===== src/rtl/measurement_sequencer_pkg.sv =====
// Shared definitions for the measurement sequencer and the MAJOR/MINOR counter core.
// Optional feature macro used by this slice: MEASUREMENT_SEQUENCER_TIMEOUT_EN.
package measurement_sequencer_pkg;

    // Widths shared with the counter core
    localparam int UPCOUNT_WIDTH   = 34;
    localparam int DOWNCOUNT_WIDTH = 8;
    localparam int TAG_WIDTH       = 4;

    // Default abort limit in MAJOR_CLOCK cycles when the timeout feature is built in
    localparam int unsigned TIMEOUT_CYCLES_DEFAULT = 32'd67108864;

    // Sequencer states
    typedef enum logic [2:0] {
        ST_IDLE,
        ST_LOAD,
        ST_ARMWAIT,
        ST_MEASURE,
        ST_CAPTURE
    } seq_state_e;

    // A count of all ones means the core's up-counter has saturated
    function automatic logic isSaturated(input logic [UPCOUNT_WIDTH-1:0] count);
        return &count;
    endfunction

endpackage


===== src/rtl/seq_result_reg.sv =====
// One-deep result register with valid/ready handshake and sticky overrun flag.
// A capture is accepted when the register is empty or is being drained in the same
// cycle; otherwise the new result is dropped and overrun is raised.
module seq_result_reg
    import measurement_sequencer_pkg::*;
(
    input  logic                     clk_i,
    input  logic                     rst_i,
    input  logic                     capture_i,
    input  logic [UPCOUNT_WIDTH-1:0] data_i,
    input  logic [TAG_WIDTH-1:0]     tag_i,
    input  logic                     sat_i,
    input  logic                     ready_i,
    output logic [UPCOUNT_WIDTH-1:0] data_o,
    output logic [TAG_WIDTH-1:0]     tag_o,
    output logic                     sat_o,
    output logic                     valid_o,
    output logic                     overrun_o
);

    logic [UPCOUNT_WIDTH-1:0] data_q;
    logic [TAG_WIDTH-1:0]     tag_q;
    logic                     sat_q;
    logic                     valid_q;
    logic                     overrun_q;

    logic transfer;
    logic acceptCapture;
    logic dropCapture;

    assign transfer      = valid_q && ready_i;
    assign acceptCapture = capture_i && (!valid_q || ready_i);
    assign dropCapture   = capture_i && valid_q && !ready_i;

    // Hold one result; a same-cycle capture refills the slot being drained
    always_ff @(posedge clk_i or posedge rst_i) begin
        if (rst_i) begin
            data_q    <= '0;
            tag_q     <= '0;
            sat_q     <= 1'b0;
            valid_q   <= 1'b0;
            overrun_q <= 1'b0;
        end else begin
            if (acceptCapture) begin
                data_q  <= data_i;
                tag_q   <= tag_i;
                sat_q   <= sat_i;
                valid_q <= 1'b1;
            end else if (transfer) begin
                valid_q <= 1'b0;
            end

            if (dropCapture) begin
                overrun_q <= 1'b1;
            end else if (transfer) begin
                overrun_q <= 1'b0;
            end
        end
    end

    assign data_o    = data_q;
    assign tag_o     = tag_q;
    assign sat_o     = sat_q;
    assign valid_o   = valid_q;
    assign overrun_o = overrun_q;

endmodule


===== config.mk =====
export PLATFORM = sky130hd
export DESIGN_NAME = seq_result_reg
export DESIGN_NICKNAME = d
export VERILOG_FILES = /design/src/rtl/measurement_sequencer_pkg.sv /design/src/rtl/seq_result_reg.sv
export SDC_FILE = /design/constraint.sdc
export NUM_CORES = 1
export LEC_CHECK = 0
export CORE_MARGIN = 3
export CORE_UTILIZATION = 35
export DETAILED_ROUTE_END_ITERATION = 10
export GPL_TIMING_DRIVEN = 0
export PLACE_DENSITY = 0.76
export SYNTH_ARGS = -nofsm -noshare
export SYNTH_HDL_FRONTEND = slang
export SYNTH_SLANG_ARGS = --single-unit

===== constraint.sdc =====
create_clock -name clk_i -period 1.22 [get_ports clk_i]
set_input_delay 0.244 -clock clk_i [delete_from_list [all_inputs] [get_ports clk_i]]
set_output_delay 0.244 -clock clk_i [all_outputs]
set_load 0.02 [all_outputs]

Yosys cells after proc, flatten, opt, wreduce, memory -nomap -nowiden
Index checks and enable logic that the tools add are counted.
- muxes and demuxes: 3
- reductions and logical operators: 9
- operators with widths (cell ; number):
    logical AND 1 bit ; 4
    nonzero test 2 bit ; 2
    2-to-1 mux 1 bit ; 3
    logical NOT 1 bit ; 2
    logical OR 1 bit ; 1
- bits in registers: 41
- input bits: 43
- output and inout port bits: 41
- logic and storage cells: 17

Depth between registers and ports, before layout
Gate-level depths: netlist of the first run.
- depth in word-level cells: 4
- mapped depth: 5
- mapped depth without buffers: 3

Least setup slack after synthesis of the first run
No wires, ideal clock.
- path type: reg2reg
- from: register valid_q, in the netlist valid_o
- to: register data_q[10], in the netlist data_o[10]
- library setup time: 125 ps
- data arrival time: 1258 ps
- data required time: 1095 ps
- setup slack: -163 ps
- stages on the path, launching flop included: 6
- buffers on the path: 2
- period minus slack after synthesis: 1383 ps
- cells stage by stage: dfrtp_1 nand2b_1 nand2_1 buf_6 buf_6 mux2_4
- word-level cells in the longest chain between the ends: 3
- ends and longest elaborated chain (what ; line ; RTL):
    start, declared ; seq_result_reg.sv:24 ; logic valid_q;
    start signal, assigned ; seq_result_reg.sv:41 ; valid_q <= 1'b0;
    start signal, assigned ; seq_result_reg.sv:48 ; valid_q <= 1'b1;
    start signal, assigned ; seq_result_reg.sv:50 ; valid_q <= 1'b0;
    logical NOT 1 bit ; seq_result_reg.sv:32 ; assign acceptCapture = capture_i && (!valid_q || ready_i);
    logical OR 1 bit ; seq_result_reg.sv:32 ;
    logical AND 1 bit ; seq_result_reg.sv:32 ;
    end signal, assigned ; seq_result_reg.sv:45 ; data_q <= data_i;
    end, declared ; seq_result_reg.sv:21 ; logic [UPCOUNT_WIDTH-1:0] data_q;
Every way passes these cells.
A chain may end at the register's enable or synchronous reset.

Worst setup path in the final report of the first run
- from: register valid_q, in the netlist valid_o
- to: register data_q[9], in the netlist data_o[9]
Same word-level chain as after synthesis.

==> metrics.yaml, run 1 <==
status: "complete, but fails checks"
violations: "negative setup slack"
dp.final_hpwl_mm: 2.78
p_int_uw: 2470
dr_total_vias: 1070
pwr-share-seq_pct: 47.7
route.detailed.drc: 0
synth-compound-area-share_pct: 0.639
numCtsBuffers: 5
grt_first_pass_wirelength_mm: 5.98
worstMarginPinSlew_ns: 0.815
setup_ws_ns: -0.0458
syn_area_mm2: 0.00157
worst-path-max-fanout: 5
pre_cts_ws_ns: -0.487
syn_nets: 133
synth_xor_area_share_pct: 0
fin_util_pct: 60.0
critPathCaptureType: "flip-flop"
synthMuxAreaShare_pct: 30.4
mostFrequentLayoutCells: "dfrtp_1 (40), clkdlybuf4s50_1 (40), clkbuf_2 (33), mux2_2 (29), mux2_4 (10)"
cp.arrival_ns: 1.43
antenna_found_initial: 0
clock-sinks: 41
syn_area_per_cell_um2: 17.4
die_y_um: 72.9
fmax_ghz: 0.790
syn2layout_area_growth_pct: 58.7
clkPwrFrac_pct: 23.6
worstSetupPathType: "flip-flop to flip-flop"
comb_power_share_pct: 28.8
yosys_register_bits: 41
final_net_count: 227
power_leakage_uw: 0.00116
cts_tree: "yes"
finalPower_uw: 3480
report.final.slew_viol_count: 0
period_share_pct: 104
track_usage_pct: 14.7
seq_area_mm2: 0.00103
io_buffers: 83
grt_max_degree: 42
gr-total-overflow: 0
clk_path_buf_depth: 2
placedInstanceArea_mm2: 0.00246
clk_latency_ns: 0.28
ir_drop_mv: 0.768
die_width_um: 72.9
powerDensity_mw_per_mm2: 1400
core-area_mm2: 0.00414
rsz0062_at_grt: "true"
wl_mm: 3.67
drive_gt1_share_pct: 52.4
synth_top_area_share_pct: 65.5
synth-simple-area-share_pct: 1.12
period_needed_ns: 1.27
synth_top_family_by_area: "multiplexers"
fp-row-count: 23
clockRootBuffer: "clkbuf_8"
switching_share_pct: 29.1
yosys_warnings: 0
routedWlPerCell_um: 15.6
synthCells: 90
grt_pass1_vias: 1217
h-tree-depth: 2
cp-start-kind: "flip-flop"
multi_input_area_um2: 519
ioPinCount: 84
first_pass_iters: 2
antenna_left: 0
floorplan.die_area_mm2: 0.00531
placed_cells: 223
synthAdderAreaFrac_pct: 0
fillers: 349
power_switching_uw: 1010
crit_required_ns: 1.39
clkTransAtPathRegs_ns: 0.08
synth_area_leaders: "dfrtp_1 (65%), mux2_2 (21%), mux2_4 (9.6%), buf_6 (1.4%), a21oi_1 (0.64%)"
num_antenna_cells: 0
routabilityCongestion: 0.747
synthDistinctLibCells: 10
min_path_type: "input port to flip-flop"
start_util_pct: 37.8
finalSetupViolCount: 20
hold_violations: 0
drt_iter0_drc: 10
ys_seq_area_share_pct: 65.5
fin_area_mm2: 0.00249
vias_per_cell: 4.55
drv_cap: 0
clock-skew-final_ns: 0.00418
synth.largest_area_cell: "dfrtp_1"
instances_no_fill: 235
relSlewSlack_pct: 45.6
## what timing repair did
action | in CTS | in global routing
gates resized for setup | 98 | 36
buffers inserted | 1 | 1
hold buffers | 0 | 0
gates cloned | 1 | 1
setup endpoints to repair | 80 | 73
## registers in the layout, indices dropped and copies added, names as in the netlist
register   cells
overrun_o      1
tag_o          4
data_o        34
sat_o          1
valid_o        1
## per-stage QoR
step	setup TNS (ns)	hold slack, ns
floorplan	-1.81	0.334
global placement	-45.42	0.468
detailed placement	-21.47	0.480
CTS	-0.672	0.266
global route	-1.42	0.261
finish	-0.566	0.274
## path summary, 6_finish.rpt
path	from	end	slack (ns)	cells after the start
max	valid_o	data_o[9]	-0.05	5
min	ready_i	overrun_o	0.27	2
max reg2reg	valid_o	data_o[9]	-0.05	5
min reg2reg	valid_o	overrun_o	0.51	1
max in group asynchronous	rst_i	valid_o	0.22	2
min in group asynchronous	rst_i	data_o[16]	0.43	2
## cell usage after synthesis
cell type / instances
a21oi_1: 2
mux2_2: 29
buf_2: 2
nand2b_1: 1
inv_1: 1
buf_6: 2
mux2_4: 10
or2b_1: 1
nand2_1: 1
dfrtp_1: 41
## power groups by stage
stage,clock network [µW],registers (µW),logic (µW)
after floorplan,0,1920,290
after global placement,0,1670,1120
after detailed placement,0,1680,1140
after CTS,846,1660,1080
after global routing,908,1680,1060
final,819,1660,1000
## critical path, cell delays in order (launching register included)
cell and delay (ns):
dfrtp_2 0.44, nand2b_4 0.09, nand2_4 0.06, buf_8 0.14
buf_16 0.14, mux2_4 0.29
## cells by family (layout without fill, tap and decap cells)
kind of cell | after synthesis | after routing
AO/OA/AOI/OAI | 2 | 2
buffers and inverters | 5 | 100
flip-flops | 41 | 41
multiplexers | 39 | 39
AND/OR/NAND/NOR | 3 | 3
## cell type report
cell class	instances	area share, %
Buffer	4	2.01
Clock buffer	6	2.92
Clock inverter	2	0.403
Inverter	1	0.151
Multi-Input combinational cell	44	20.9
Sequential cell	41	41.3
Tap cell	50	2.52
Timing Repair Buffer	87	29.8
## metal layers
| layer | global-route usage, % | routed length (µm) | up-vias |
|---|---|---|---|
| met5 | 0 | 0 | - |
| met4 | 3.69 | 36 | 0 |
| met3 | 5.23 | 306 | 4 |
| met2 | 26.1 | 1990 | 44 |
| met1 | 16.8 | 1340 | 521 |
| li1 | - | - | 501 |
(Power assumes the default switching activity.)
==> run 2, diff against run 1 <==
CORE_MARGIN = 4   (was 3)
PLACE_DENSITY = 0.75   (was 0.76)
==> metrics.yaml, run 2 (synthesis gave the netlist of run 1 again) <==
cp_slowest_stage_delay_ns: 0.44  # about the same
clkPwrFrac_pct: 26.1  # +2.5 points
drive_gt1_share_pct: 53.8  # +1.3 points
crit_required_ns: 1.39  # about the same
track_usage_pct: 13.0  # -1.7 points
multi_input_area_um2: 519  # unchanged
rr_endpoint: "data_o[3]"
first_pass_iters: 2  # unchanged
clkTransAtPathRegs_ns: 0.07  # about the same
antenna_left: 0  # unchanged
route.detailed.drc: 0  # unchanged
die_width_um: 74.9  # +2.7%
cts_hold_buf: 0  # unchanged
wl_met1_mm: 1.28  # -4.0%
grt_pass1_vias: 1200  # -1.4%
powerDensity_mw_per_mm2: 1430  # +2.4%
final_net_count: 228  # +0.44%
num_antenna_cells: 0  # unchanged
die_y_um: 74.9  # +2.7%
clock-skew-final_ns: 0.00284  # -0.00134 ns
p_int_uw: 2590  # +4.8%
floorplan.die_area_mm2: 0.00561  # +5.6%
fmax_ghz: 0.789  # about the same
vias_per_cell: 4.52  # -0.80%
rrSetupSlack_ns: -0.05  # about the same
cp.arrival_ns: 1.44  # about the same
clk_latency_ns: 0.28  # about the same
status: "complete, but fails checks"
path_cells: "nand2b_4, nand2_4, buf_8, buf_16, mux2_4"
period_share_pct: 104  # about the same
clock-sinks: 41  # unchanged
min_path_type: "input port to flip-flop"
whs_endpoint: "overrun_o"
hold_path_depth: 2  # unchanged
worst-path-max-fanout: 5  # unchanged
numCtsBuffers: 5  # unchanged
critPathBufInv: 2  # unchanged
clockRootBuffer: "clkbuf_8"
period_needed_ns: 1.27  # +0.00120 ns
antenna_found_initial: 0  # unchanged
fillers: 336  # -3.7%
drv_cap: 0  # unchanged
reg2reg_from: "valid_o"
cp-start-kind: "flip-flop"
whs_ns: 0.295  # +0.0212 ns
dr_total_vias: 1075  # +0.47%
largest_reg_flops: 34  # unchanged
fin_tns_setup_ns: -0.407  # +0.159 ns
relSlewSlack_pct: 54.4  # +8.8 points
gr-total-overflow: 0  # unchanged
grt_first_pass_wirelength_mm: 5.49  # -8.3%
worst-path-stages: 5  # unchanged
hold_violations: 0  # unchanged
met3_length_um: 365  # +19%
power_leakage_uw: 0.00117  # +0.86%
syn2layout_area_growth_pct: 60.6
wl_met2_mm: 1.92  # -3.4%
routabilityCongestion: 0.676  # -9.6%
hp-start: "ready_i"
drt_iter0_drc: 13  # +3
dp.final_hpwl_mm: 2.73  # -2.0%
setup_ws_ns: -0.0469  # -0.00120 ns
power_switching_uw: 1020  # +0.74%
instances_no_fill: 238  # +1.3%
io_buffers: 83  # unchanged
routedWlPerCell_um: 15.1  # -3.4%
placed_cells: 225  # +0.90%
h-tree-depth: 2  # unchanged
pre_cts_ws_ns: -0.494  # -0.00655 ns
cts_tree: "yes"
wl_mm: 3.59  # -2.2%
fin_area_mm2: 0.00252  # +1.2%
report.final.slew_viol_count: 0  # unchanged
finalSetupViolCount: 18  # -10%
rr_worst_depth: 5  # unchanged
fp-row-count: 24  # +4.3%
critPathCaptureType: "flip-flop"
cp_top_family: "flip-flops"
start_util_pct: 36.0  # -1.8 points
core-area_mm2: 0.00435  # +5.1%
top_layer_used: "met4"
clk_path_buf_depth: 2  # unchanged
worstSetupPathType: "flip-flop to flip-flop"
slowest_stage: "dfrtp_2"
pwr-share-seq_pct: 46.0  # -1.7 points
comb_power_share_pct: 27.9  # -0.9 points
switching_share_pct: 28.2  # -0.82 points
ir_drop_mv: 0.886  # +15%
rsz0062_at_grt: "true"
placedInstanceArea_mm2: 0.00247  # +0.10%
worstMarginPinSlew_ns: 0.683  # -0.132 ns
ioPinCount: 84  # unchanged
grt_max_degree: 42  # unchanged
mostFrequentLayoutCells: "dfrtp_1 (40), clkdlybuf4s50_1 (40), clkbuf_2 (32), mux2_2 (29), mux2_4 (10)"
seq_area_mm2: 0.00103  # unchanged
violations: "negative setup slack"
## run 2: cell type report
type | instances | share of cell area, %
Buffer | 4 | 1.99
Clock buffer | 7 | 3.83
Clock inverter | 1 | 0.199
Inverter | 1 | 0.199
Multi-Input combinational cell | 44 | 20.6
Sequential cell | 41 | 40.8
Tap cell | 52 | 2.59
Timing Repair Buffer | 88 | 29.7
## run 2: metrics by stage
step,power (µW),util (%)
after floorplan,2210,-
after global placement,2790,56.7
after detailed placement,2820,56.7
after CTS,3730,61.3
after global routing,3790,57.8
final,3600,57.8
## run 2: worst max path at each step
stage	from	to
after floorplan	valid_o	data_o[10]
after global placement	rst_i	valid_o
after detailed placement	ready_i	data_o[5]
after CTS	valid_o	data_o[8]
after global routing	valid_o	data_o[8]
final	valid_o	data_o[3]
## run 2: worst reg2reg max path, stage by stage, from the launching register on
cell and delay (ns):
dfrtp_2 0.44, nand2b_4 0.09, nand2_4 0.06, buf_8 0.14, buf_16 0.14, mux2_4 0.30
## run 2: power groups by stage
stage	Sequential, µW	Clock, µW	Combinational [µW]
finish	1660	941	1000
global placement	1670	0	1120
CTS	1660	975	1100
detailed placement	1680	0	1140
global route	1680	1030	1070
floorplan	1920	0	290
## run 2: routing by layer
layer | global-route usage, % | vias up
met5 | 0 | -
met4 | 2.96 | 0
met3 | 5.87 | 4
met2 | 23.5 | 50
met1 | 13.8 | 522
li1 | - | 499
## run 2: what timing repair did
action,in CTS,in global routing
resized for setup,100,35
buffers inserted,3,1
gates cloned,1,0
setup endpoints to repair,80,61
==> run 3, diff against run 2 <==
CAP_MARGIN = 20   (was not set)
CTS_CLUSTER_DIAMETER = 30   (was not set)
==> results of run 3 <==
No change in the layout: final DEF, timing and power equal those of run 2.
